`src/rtl/ctrl_pkg.sv`:
```
// Shared encodings for the multicycle RV32I control path: FSM states, opcodes,
// immediate formats, ALU codes and datapath mux selects.
package ctrl_pkg;

  typedef logic [3:0] state_t;

  localparam state_t S_FETCH    = 4'd0;
  localparam state_t S_DECODE   = 4'd1;
  localparam state_t S_MEMADR   = 4'd2;
  localparam state_t S_MEMREAD  = 4'd3;
  localparam state_t S_MEMWB    = 4'd4;
  localparam state_t S_MEMWRITE = 4'd5;
  localparam state_t S_EXECR    = 4'd6;
  localparam state_t S_EXECI    = 4'd7;
  localparam state_t S_JAL      = 4'd8;
  localparam state_t S_ALUWB    = 4'd9;
  localparam state_t S_BEQ      = 4'd10;

  localparam logic [6:0] OP_LW  = 7'b0000011;
  localparam logic [6:0] OP_SW  = 7'b0100011;
  localparam logic [6:0] OP_R   = 7'b0110011;
  localparam logic [6:0] OP_I   = 7'b0010011;
  localparam logic [6:0] OP_BEQ = 7'b1100011;
  localparam logic [6:0] OP_JAL = 7'b1101111;

  localparam logic [1:0] IMM_I = 2'b00;
  localparam logic [1:0] IMM_S = 2'b01;
  localparam logic [1:0] IMM_B = 2'b10;
  localparam logic [1:0] IMM_J = 2'b11;

  localparam logic [2:0] ALU_ADD = 3'b000;
  localparam logic [2:0] ALU_SUB = 3'b001;
  localparam logic [2:0] ALU_AND = 3'b010;
  localparam logic [2:0] ALU_OR  = 3'b011;
  localparam logic [2:0] ALU_SLT = 3'b101;

  typedef enum logic [1:0] {
    ALUOP_ADD   = 2'b00,
    ALUOP_SUB   = 2'b01,
    ALUOP_FUNCT = 2'b10
  } aluop_t;

  localparam logic [1:0] RES_ALUOUT    = 2'b00;
  localparam logic [1:0] RES_DATA      = 2'b01;
  localparam logic [1:0] RES_ALURESULT = 2'b10;

  localparam logic [1:0] SRCA_PC    = 2'b00;
  localparam logic [1:0] SRCA_OLDPC = 2'b01;
  localparam logic [1:0] SRCA_RS1   = 2'b10;

  localparam logic [1:0] SRCB_RS2  = 2'b00;
  localparam logic [1:0] SRCB_IMM  = 2'b01;
  localparam logic [1:0] SRCB_FOUR = 2'b10;

endpackage

```
`src/rtl/alu_decoder.sv`:
```
// Maps the FSM's coarse aluop plus the instruction's funct fields onto the ALU
// operation code. Purely combinational so the single-cycle core can share it.
module alu_decoder
  import ctrl_pkg::*;
#(
  parameter int ALUCTRL_W = 3
) (
  input  aluop_t               aluop,
  input  logic [2:0]           funct3,
  input  logic                 op5,
  input  logic                 funct7b5,
  output logic [ALUCTRL_W-1:0] alucontrol
);

  // Only R-type (op5 set) may select subtract through funct7; addi never does.
  always_comb begin
    alucontrol = ALU_ADD;
    case (aluop)
      ALUOP_ADD: alucontrol = ALU_ADD;
      ALUOP_SUB: alucontrol = ALU_SUB;
      ALUOP_FUNCT: begin
        case (funct3)
          3'b000:  alucontrol = (op5 & funct7b5) ? ALU_SUB : ALU_ADD;
          3'b010:  alucontrol = ALU_SLT;
          3'b110:  alucontrol = ALU_OR;
          3'b111:  alucontrol = ALU_AND;
          default: alucontrol = ALU_ADD;
        endcase
      end
      default: alucontrol = ALU_ADD;
    endcase
  end

endmodule

```
`src/rtl/multicycle_ctrl.sv`:
```
// Main control FSM of the multicycle RV32I core: sequences fetch through
// writeback and drives every mux select and write enable of the datapath.
module multicycle_ctrl
  import ctrl_pkg::*;
#(
  parameter int ALUCTRL_W = 3,
  parameter int IMMSRC_W  = 2
) (
  input  logic                 clk,
  input  logic                 reset,
  input  logic [6:0]           op,
  input  logic [2:0]           funct3,
  input  logic                 funct7b5,
  input  logic                 zero,
  input  logic                 mem_ready,
  output logic                 pcwrite,
  output logic                 adrsrc,
  output logic                 memwrite,
  output logic                 irwrite,
  output logic [1:0]           resultsrc,
  output logic [1:0]           alusrca,
  output logic [1:0]           alusrcb,
  output logic                 regwrite,
  output logic [IMMSRC_W-1:0]  immsrc,
  output logic [ALUCTRL_W-1:0] alucontrol,
  output logic                 illegal
);

  state_t state, next_state;
  aluop_t aluop;
  logic   pcupdate, branch;

  always_ff @(posedge clk) begin
    if (reset) state <= S_FETCH;
    else       state <= next_state;
  end

  // Moore outputs per state, with fetch and memory stages gated by mem_ready.
  always_comb begin
    next_state = S_FETCH;
    adrsrc     = 1'b0;
    memwrite   = 1'b0;
    irwrite    = 1'b0;
    resultsrc  = RES_ALUOUT;
    alusrca    = SRCA_PC;
    alusrcb    = SRCB_RS2;
    regwrite   = 1'b0;
    aluop      = ALUOP_ADD;
    pcupdate   = 1'b0;
    branch     = 1'b0;
    illegal    = 1'b0;
    case (state)
      S_FETCH: begin
        alusrcb    = SRCB_FOUR;
        resultsrc  = RES_ALURESULT;
        irwrite    = mem_ready;
        pcupdate   = mem_ready;
        next_state = mem_ready ? S_DECODE : S_FETCH;
      end
      S_DECODE: begin
        alusrca = SRCA_OLDPC;
        alusrcb = SRCB_IMM;
        case (op)
          OP_LW, OP_SW: next_state = S_MEMADR;
          OP_R:         next_state = S_EXECR;
          OP_I:         next_state = S_EXECI;
          OP_BEQ:       next_state = S_BEQ;
          OP_JAL:       next_state = S_JAL;
          default: begin
            next_state = S_FETCH;
            illegal    = 1'b1;
          end
        endcase
      end
      S_MEMADR: begin
        alusrca    = SRCA_RS1;
        alusrcb    = SRCB_IMM;
        next_state = (op == OP_SW) ? S_MEMWRITE : S_MEMREAD;
      end
      S_MEMREAD: begin
        adrsrc     = 1'b1;
        next_state = mem_ready ? S_MEMWB : S_MEMREAD;
      end
      S_MEMWB: begin
        resultsrc = RES_DATA;
        regwrite  = 1'b1;
      end
      S_MEMWRITE: begin
        adrsrc     = 1'b1;
        memwrite   = 1'b1;
        next_state = mem_ready ? S_FETCH : S_MEMWRITE;
      end
      S_EXECR: begin
        alusrca    = SRCA_RS1;
        alusrcb    = SRCB_RS2;
        aluop      = ALUOP_FUNCT;
        next_state = S_ALUWB;
      end
      S_EXECI: begin
        alusrca    = SRCA_RS1;
        alusrcb    = SRCB_IMM;
        aluop      = ALUOP_FUNCT;
        next_state = S_ALUWB;
      end
      S_JAL: begin
        alusrca    = SRCA_OLDPC;
        alusrcb    = SRCB_FOUR;
        pcupdate   = 1'b1;
        next_state = S_ALUWB;
      end
      S_ALUWB: begin
        regwrite = 1'b1;
      end
      S_BEQ: begin
        alusrca = SRCA_RS1;
        alusrcb = SRCB_RS2;
        aluop   = ALUOP_SUB;
        branch  = 1'b1;
      end
      default: next_state = S_FETCH;
    endcase
  end

  assign pcwrite = pcupdate | (branch & zero);

  always_comb begin
    case (op)
      OP_LW, OP_I: immsrc = IMM_I;
      OP_SW:       immsrc = IMM_S;
      OP_BEQ:      immsrc = IMM_B;
      OP_JAL:      immsrc = IMM_J;
      default:     immsrc = IMM_I;
    endcase
  end

  alu_decoder #(.ALUCTRL_W(ALUCTRL_W)) u_alu_decoder (
    .aluop      (aluop),
    .funct3     (funct3),
    .op5        (op[5]),
    .funct7b5   (funct7b5),
    .alucontrol (alucontrol)
  );

endmodule

```
`config.mk`:
```
export PLATFORM = sky130hd
export DESIGN_NAME = multicycle_ctrl
export DESIGN_NICKNAME = d
export VERILOG_FILES = /design/src/rtl/ctrl_pkg.sv /design/src/rtl/alu_decoder.sv /design/src/rtl/multicycle_ctrl.sv
export SDC_FILE = /design/constraint.sdc
export NUM_CORES = 1
export LEC_CHECK = 0
export ABC_AREA = 1
export CAP_MARGIN = 20
export CORE_UTILIZATION = 34
export CTS_BUF_LIST = sky130_fd_sc_hd__clkbuf_2 sky130_fd_sc_hd__clkbuf_4 sky130_fd_sc_hd__clkbuf_8
export DETAILED_ROUTE_END_ITERATION = 10
export GPL_TIMING_DRIVEN = 1
export PLACE_DENSITY = 0.75
export SLEW_MARGIN = 25
export SYNTH_ARGS = -nofsm -noshare
export SYNTH_HDL_FRONTEND = slang
export SYNTH_SLANG_ARGS = --single-unit
export TNS_END_PERCENT = 100
```
`constraint.sdc`:
```
create_clock -name clk -period 1.4 [get_ports clk]
set_clock_uncertainty 0.2 [all_clocks]
set_input_delay 0.14 -clock clk [delete_from_list [all_inputs] [get_ports clk]]
set_output_delay 0.14 -clock clk [all_outputs]
set_load 0.05 [all_outputs]
```
==> impl_results.rst, run 1 <==
.. list-table::
   :header-rows: 1

   * - Metric
     - Value
   * - CTS Hold Buffers Added
     - 0
   * - Stage where the run ended
     - 4_1_cts
   * - Clock Sink Count
     - 4
   * - Initial core utilization
     - 0.3874
   * - Post-synth top area share
     - 0.1844
   * - Width of the die
     - 41.46 um
   * - Ys async rst share
     - 0
   * - Outcome
     - stopped before the end
   * - H-tree level count
     - 1
   * - Gate count after technology mapping
     - approximately 100
   * - Global placer's final weighted congestion
     - roughly 0.87
   * - Root Driver
     - clkbuf_4
   * - Most common flop cell mapped by yosys
     - dfxtp_1
   * - Setup repair bufs after CTS
     - 14
   * - Synth area leaders
     - nand2_1 (18%), nor2_1 (16%), dfxtp_1 (15%), inv_1 (11%), nand3_1 (9.5%)
   * - Syn. warnings
     - 0
   * - Die H
     - just over 40 um
   * - Share of synthesized area occupied by flip-flops and latches
     - 0.1513
   * - Seq cells post-synth
     - 4
   * - Max clock buf depth
     - 2
   * - Synth cell types
     - 17
   * - Cell row count
     - 13
   * - Post-DP HPWL
     - about 2.3 mm
   * - IO Port Bufs
     - 31
   * - Cell area after synthesis
     - between 500 and 600 um2
   * - Post-Syn Nets
     - around 120
   * - PostCTS Resize Cnt
     - between 60 and 70
   * - Error that halted the flow
     - [ERROR DPL-0038] Utilization greater than 100%, impossible to legalize
   * - Avg Synthesized Cell Area
     - just over 5 um2
   * - Number of buffers created by CTS
     - 3
   * - Cell taking the most area after synthesis
     - nand2_1
   * - Boundary Pins
     - 32
   * - Number of enable-type register cells in the synthesized netlist
     - 0
   * - Most frequent cells after synthesis
     - nand2_1 (26), nor2_1 (22), inv_1 (16)
   * - Most used standard cell by instance count after synthesis
     - nand2_1
==> cell families after synthesis <==
logic type / synth area share
AOI/OAI and AO/OA: 0.09455
adders and majority gates: 0.04727
buffers and inverters: 0.1348
DFF: 0.1513
and+or+nand+nor: 0.5721
==> per-stage QoR <==
stage | setup WS (ns) | TNS, ns | cells | cell area (um2)
2_1_floorplan | -0.2584 | -2.104 | 102 | 648.1
3_3_place_gp | -0.2128 | -1.616 | 171 | 1295
3_5_place_dp | -0.3475 | -3.157 | 171 | 1295
==> inputs of run 2 (changes only) <==
--- a/config.mk
+++ b/config.mk
@@ -7,11 +7,11 @@
 export LEC_CHECK = 0
 export ABC_AREA = 1
 export CAP_MARGIN = 20
-export CORE_UTILIZATION = 34
-export CTS_BUF_LIST = sky130_fd_sc_hd__clkbuf_2 sky130_fd_sc_hd__clkbuf_4 sky130_fd_sc_hd__clkbuf_8
+export CORE_AREA = 2 2 63 65
 export DETAILED_ROUTE_END_ITERATION = 10
+export DIE_AREA = 0 0 65 67
 export GPL_TIMING_DRIVEN = 1
-export PLACE_DENSITY = 0.75
+export PLACE_DENSITY_LB_ADDON = 0.15
 export SLEW_MARGIN = 25
 export SYNTH_ARGS = -nofsm -noshare
 export SYNTH_HDL_FRONTEND = slang
==> constraint.sdc (replaced) <==
create_clock -name clk -period 1.8 [get_ports clk]
set_clock_uncertainty 0.2 [all_clocks]
set_input_delay 0.18 -clock clk [delete_from_list [all_inputs] [get_ports clk]]
set_output_delay 0.18 -clock clk [all_outputs]
set_load 0.05 [all_outputs]
==> impl_results.rst, run 2 <==
.. list-table::
   :header-rows: 1

   * - Metric
     - Value
   * - Setup slack after layout
     - -0.08253 ns
   * - Total buffers and inverters traversed by the critical path
     - 3
   * - Most frequent cells in the layout
     - nand2_1 (21), buf_12 (18), buf_4 (17)
   * - Max reg flops
     - 4
   * - Boundary Pins
     - 32
   * - Post-Route WL
     - ~2 mm
   * - Clock transition at the registers of the reported paths
     - around 0.030 ns
   * - Path type of the worst setup path
     - flip-flop to output port
   * - Initial core utilization
     - 0.1468
   * - Logic depth of the worst register-to-register path
     - 9
   * - Crit. Startpoint
     - state[3]
   * - Max-cap violations
     - 0
   * - Post-Syn Nets
     - 119
   * - Cell taking the most area after synthesis
     - nand2_1
   * - Worst hold path cell count
     - 6
   * - Ratio of routed vias to standard cells
     - 4.059
   * - Layout fillers
     - 379
   * - Width of the die
     - 65 um
   * - IO Port Bufs
     - 31
   * - Ys async rst share
     - 0
   * - Violations in the final reports
     - negative setup slack
   * - Clock Sink Count
     - 4
   * - Number of enable-type register cells in the synthesized netlist
     - 0
   * - Vias after detailed routing
     - between 800 and 900
   * - Leakage Power
     - 0.6372 nW
   * - Total core area
     - about 0.0036 mm2
   * - Instance count after placement with tap cells included
     - just under 200
   * - Number of antenna violations at the first check in global routing
     - 0
   * - Cell area after synthesis
     - between 500 and 600 um2
   * - CTS Hold Buffers Added
     - 0
   * - Antenna viol nets, final
     - 0
   * - TritonCTS clock tree
     - built
   * - Number of buffers created by CTS
     - 3
   * - Crit. path cell count
     - 7
   * - Detailed router's first-iteration violation count
     - 7
   * - Most common flop cell mapped by yosys
     - dfxtp_1
   * - Iteration count of the initial detailed-routing pass
     - 3
   * - WL/cell
     - roughly 9.8 um
   * - Syn. warnings
     - 0
   * - Crit-path max FO
     - 3
   * - Final standard cell utilization of the core
     - 0.3879
   * - Final Setup Violations
     - 3
   * - Synth cell types
     - 17
   * - Post-synth top area share
     - 0.1844
   * - Total count of hold-check failures in the final report
     - 0
   * - Max transition margin
     - 0.8200
   * - Setup WS pre-CTS
     - -0.09272 ns
   * - Share of synthesized area occupied by flip-flops and latches
     - 0.1513
   * - Max clock buf depth
     - 2
   * - Root Driver
     - clkbuf_8
   * - Diodes inserted
     - 0
   * - Peak Freq
     - 0.5312 GHz
   * - Data arrival, critical path
     - approximately 1.5 ns
   * - Most frequent cells after synthesis
     - nand2_1 (26), nor2_1 (22), inv_1 (16)
   * - Commonest non-fill, non-tap cell in the layout
     - nand2_1
   * - Fraction of the cycle the final worst path needs
     - 1.046
   * - Max-slew violation total from the final report
     - 0
   * - Post-DP HPWL
     - 1.690 mm
   * - Sequential Area
     - just under 90 um2
   * - Startpoint of the worst-slack reg-to-reg timing path
     - state[2]
   * - H-tree level count
     - 1
   * - Global placer's final weighted congestion
     - 0.7751
   * - Biggest register
     - state
   * - Area of combinational cells with multiple inputs
     - ~500 um2
   * - Min Tclk post-route
     - 1.883 ns
   * - Fraction of layout instances using a drive strength above 1
     - 0.4839
   * - Launch point of the worst hold path
     - op[6]
   * - Registers with the most flip-flops
     - state: 4 flops
   * - Largest net degree at the start of global routing
     - 7
   * - Synth area leaders
     - nand2_1 (18%), nor2_1 (16%), dfxtp_1 (15%), inv_1 (11%), nand3_1 (9.5%)
   * - CP top delay family
     - simple AND/OR/NAND/NOR gates
   * - Most repeated library cell on the critical path
     - inv_2
   * - Most used standard cell by instance count after synthesis
     - nand2_1
   * - Remaining Overflow, GRT
     - 0
   * - Wire length of the first global-routing pass
     - around 3.2 mm
   * - Outcome
     - finished, violations left
   * - Gate count after technology mapping
     - roughly 100
   * - Setup repair after global routing missed its margin
     - yes
   * - Clock Latency Late Sink
     - 0.22 ns
   * - Total number of nets in the final design
     - about 170
   * - Startpoint types
     - flip-flop
   * - Slew @ Worst Pin
     - between 0.2 and 0.3 ns
   * - Seq cells post-synth
     - 4
   * - Required arrival time at the worst endpoint
     - between 1 and 1.5 ns
   * - DRC violations left
     - 0
   * - Worst path cell trace
     - inv_2 -> nand2_2 -> nor2_4 -> inv_2 -> ha_4 -> nor3_4 -> buf_12
   * - Power density over the cells
     - roughly 340 mW/mm2
   * - Slowest library cell on the worst path
     - dfxtp_2
   * - Avg Synthesized Cell Area
     - between 5 and 6 um2
   * - Sort of element at the end of the critical path
     - output port
   * - Hold/Removal Path Class
     - input port to flip-flop
   * - Final standard cell count with taps included and fillers excluded
     - approximately 200
   * - Area of the die
     - ~0.0044 mm2
   * - Die H
     - approximately 67 um
   * - Worst ir drop on vdd
     - between 200 and 250 uV
   * - Layout overhead on the synthesized area
     - 164.3%
   * - Max incr delay on CP
     - between 0.3 and 0.4 ns
   * - GR Util All Layers
     - 0.09392
   * - Number of global-route vias before repair
     - 788
   * - Cell row count
     - 22
## run 2: cells by family (layout without fill, tap and decap cells)
kind of cell             count (synthesis)  in the layout  share of synthesized area
AO/OA/AOI/OAI                            9              9                    0.09455
AND/OR/NAND/NOR                         68             68                     0.5721
buffers and inverters                   19             72                     0.1348
flip-flops                               4              4                     0.1513
adder cells (fa/ha/maj)                  2              2                    0.04727
## run 2: per-layer routing
layer / wire length (um) / share of wire / GRT usage / up-vias
met1: 830 / 0.42 / 0.09849 / 375
met3: 139 / 0.070 / 0.02703 / 3
met5: 0 / 0 / 0 / -
met4: 21 / 0.011 / 0.03191 / 0
li1: - / - / - / 421
met2: 1006 / 0.50 / 0.1778 / 25
## run 2: report_power, final
group	leakage (nW)	total (mW)	internal (mW)	switching, mW
combinational	0.581	0.200	0.0990	0.101
sequential	0.0346	0.0913	0.0900	0.00133
clock	0.0216	0.191	0.143	0.0481
## run 2: cell type report
cell class,count,area share
Timing Repair Buffer,50,0.4589
Multi-Input combinational cell,79,0.3551
Sequential cell,4,0.06261
Inverter,19,0.05098
Tap cell,48,0.04293
Clock buffer,3,0.02952
## run 2: worst min-delay path, cell delays in order
cell	delay, ns
dlymetal6s2s_1	0.12
nor2_1	0.07
nand3_1	0.07
nand3_1	0.08
nand2_1	0.06
inv_1	0.03
## run 2: repair_timing
item | CTS | global route
gates resized for setup | 19 | 11
buffers inserted | 4 | 2
pin swaps | 6 | 10
setup endpoints to repair | 4 | 8
## run 2: path summary, 6_finish.rpt
path	endpoint	slack, ns
max	alucontrol[1]	-0.08
max reg2reg	state[0]	0.33
min	state[2]	0.23
min reg2reg	state[0]	0.51
## run 2: per-stage QoR
stage               TNS (ns)  total power, mW  hold WS (ns)  area, um2
CTS                  -0.1845           0.4810        0.3864       1354
finish               -0.1383           0.4825        0.2316       1399
detailed placement   -0.1568           0.2849        0.5541       1202
global route         -0.3488           0.5079        0.2931       1399
floorplan           -0.08513           0.1781       0.04907      564.3
global placement     -0.1447           0.2844        0.5533       1202
(Power assumes the default switching activity.)
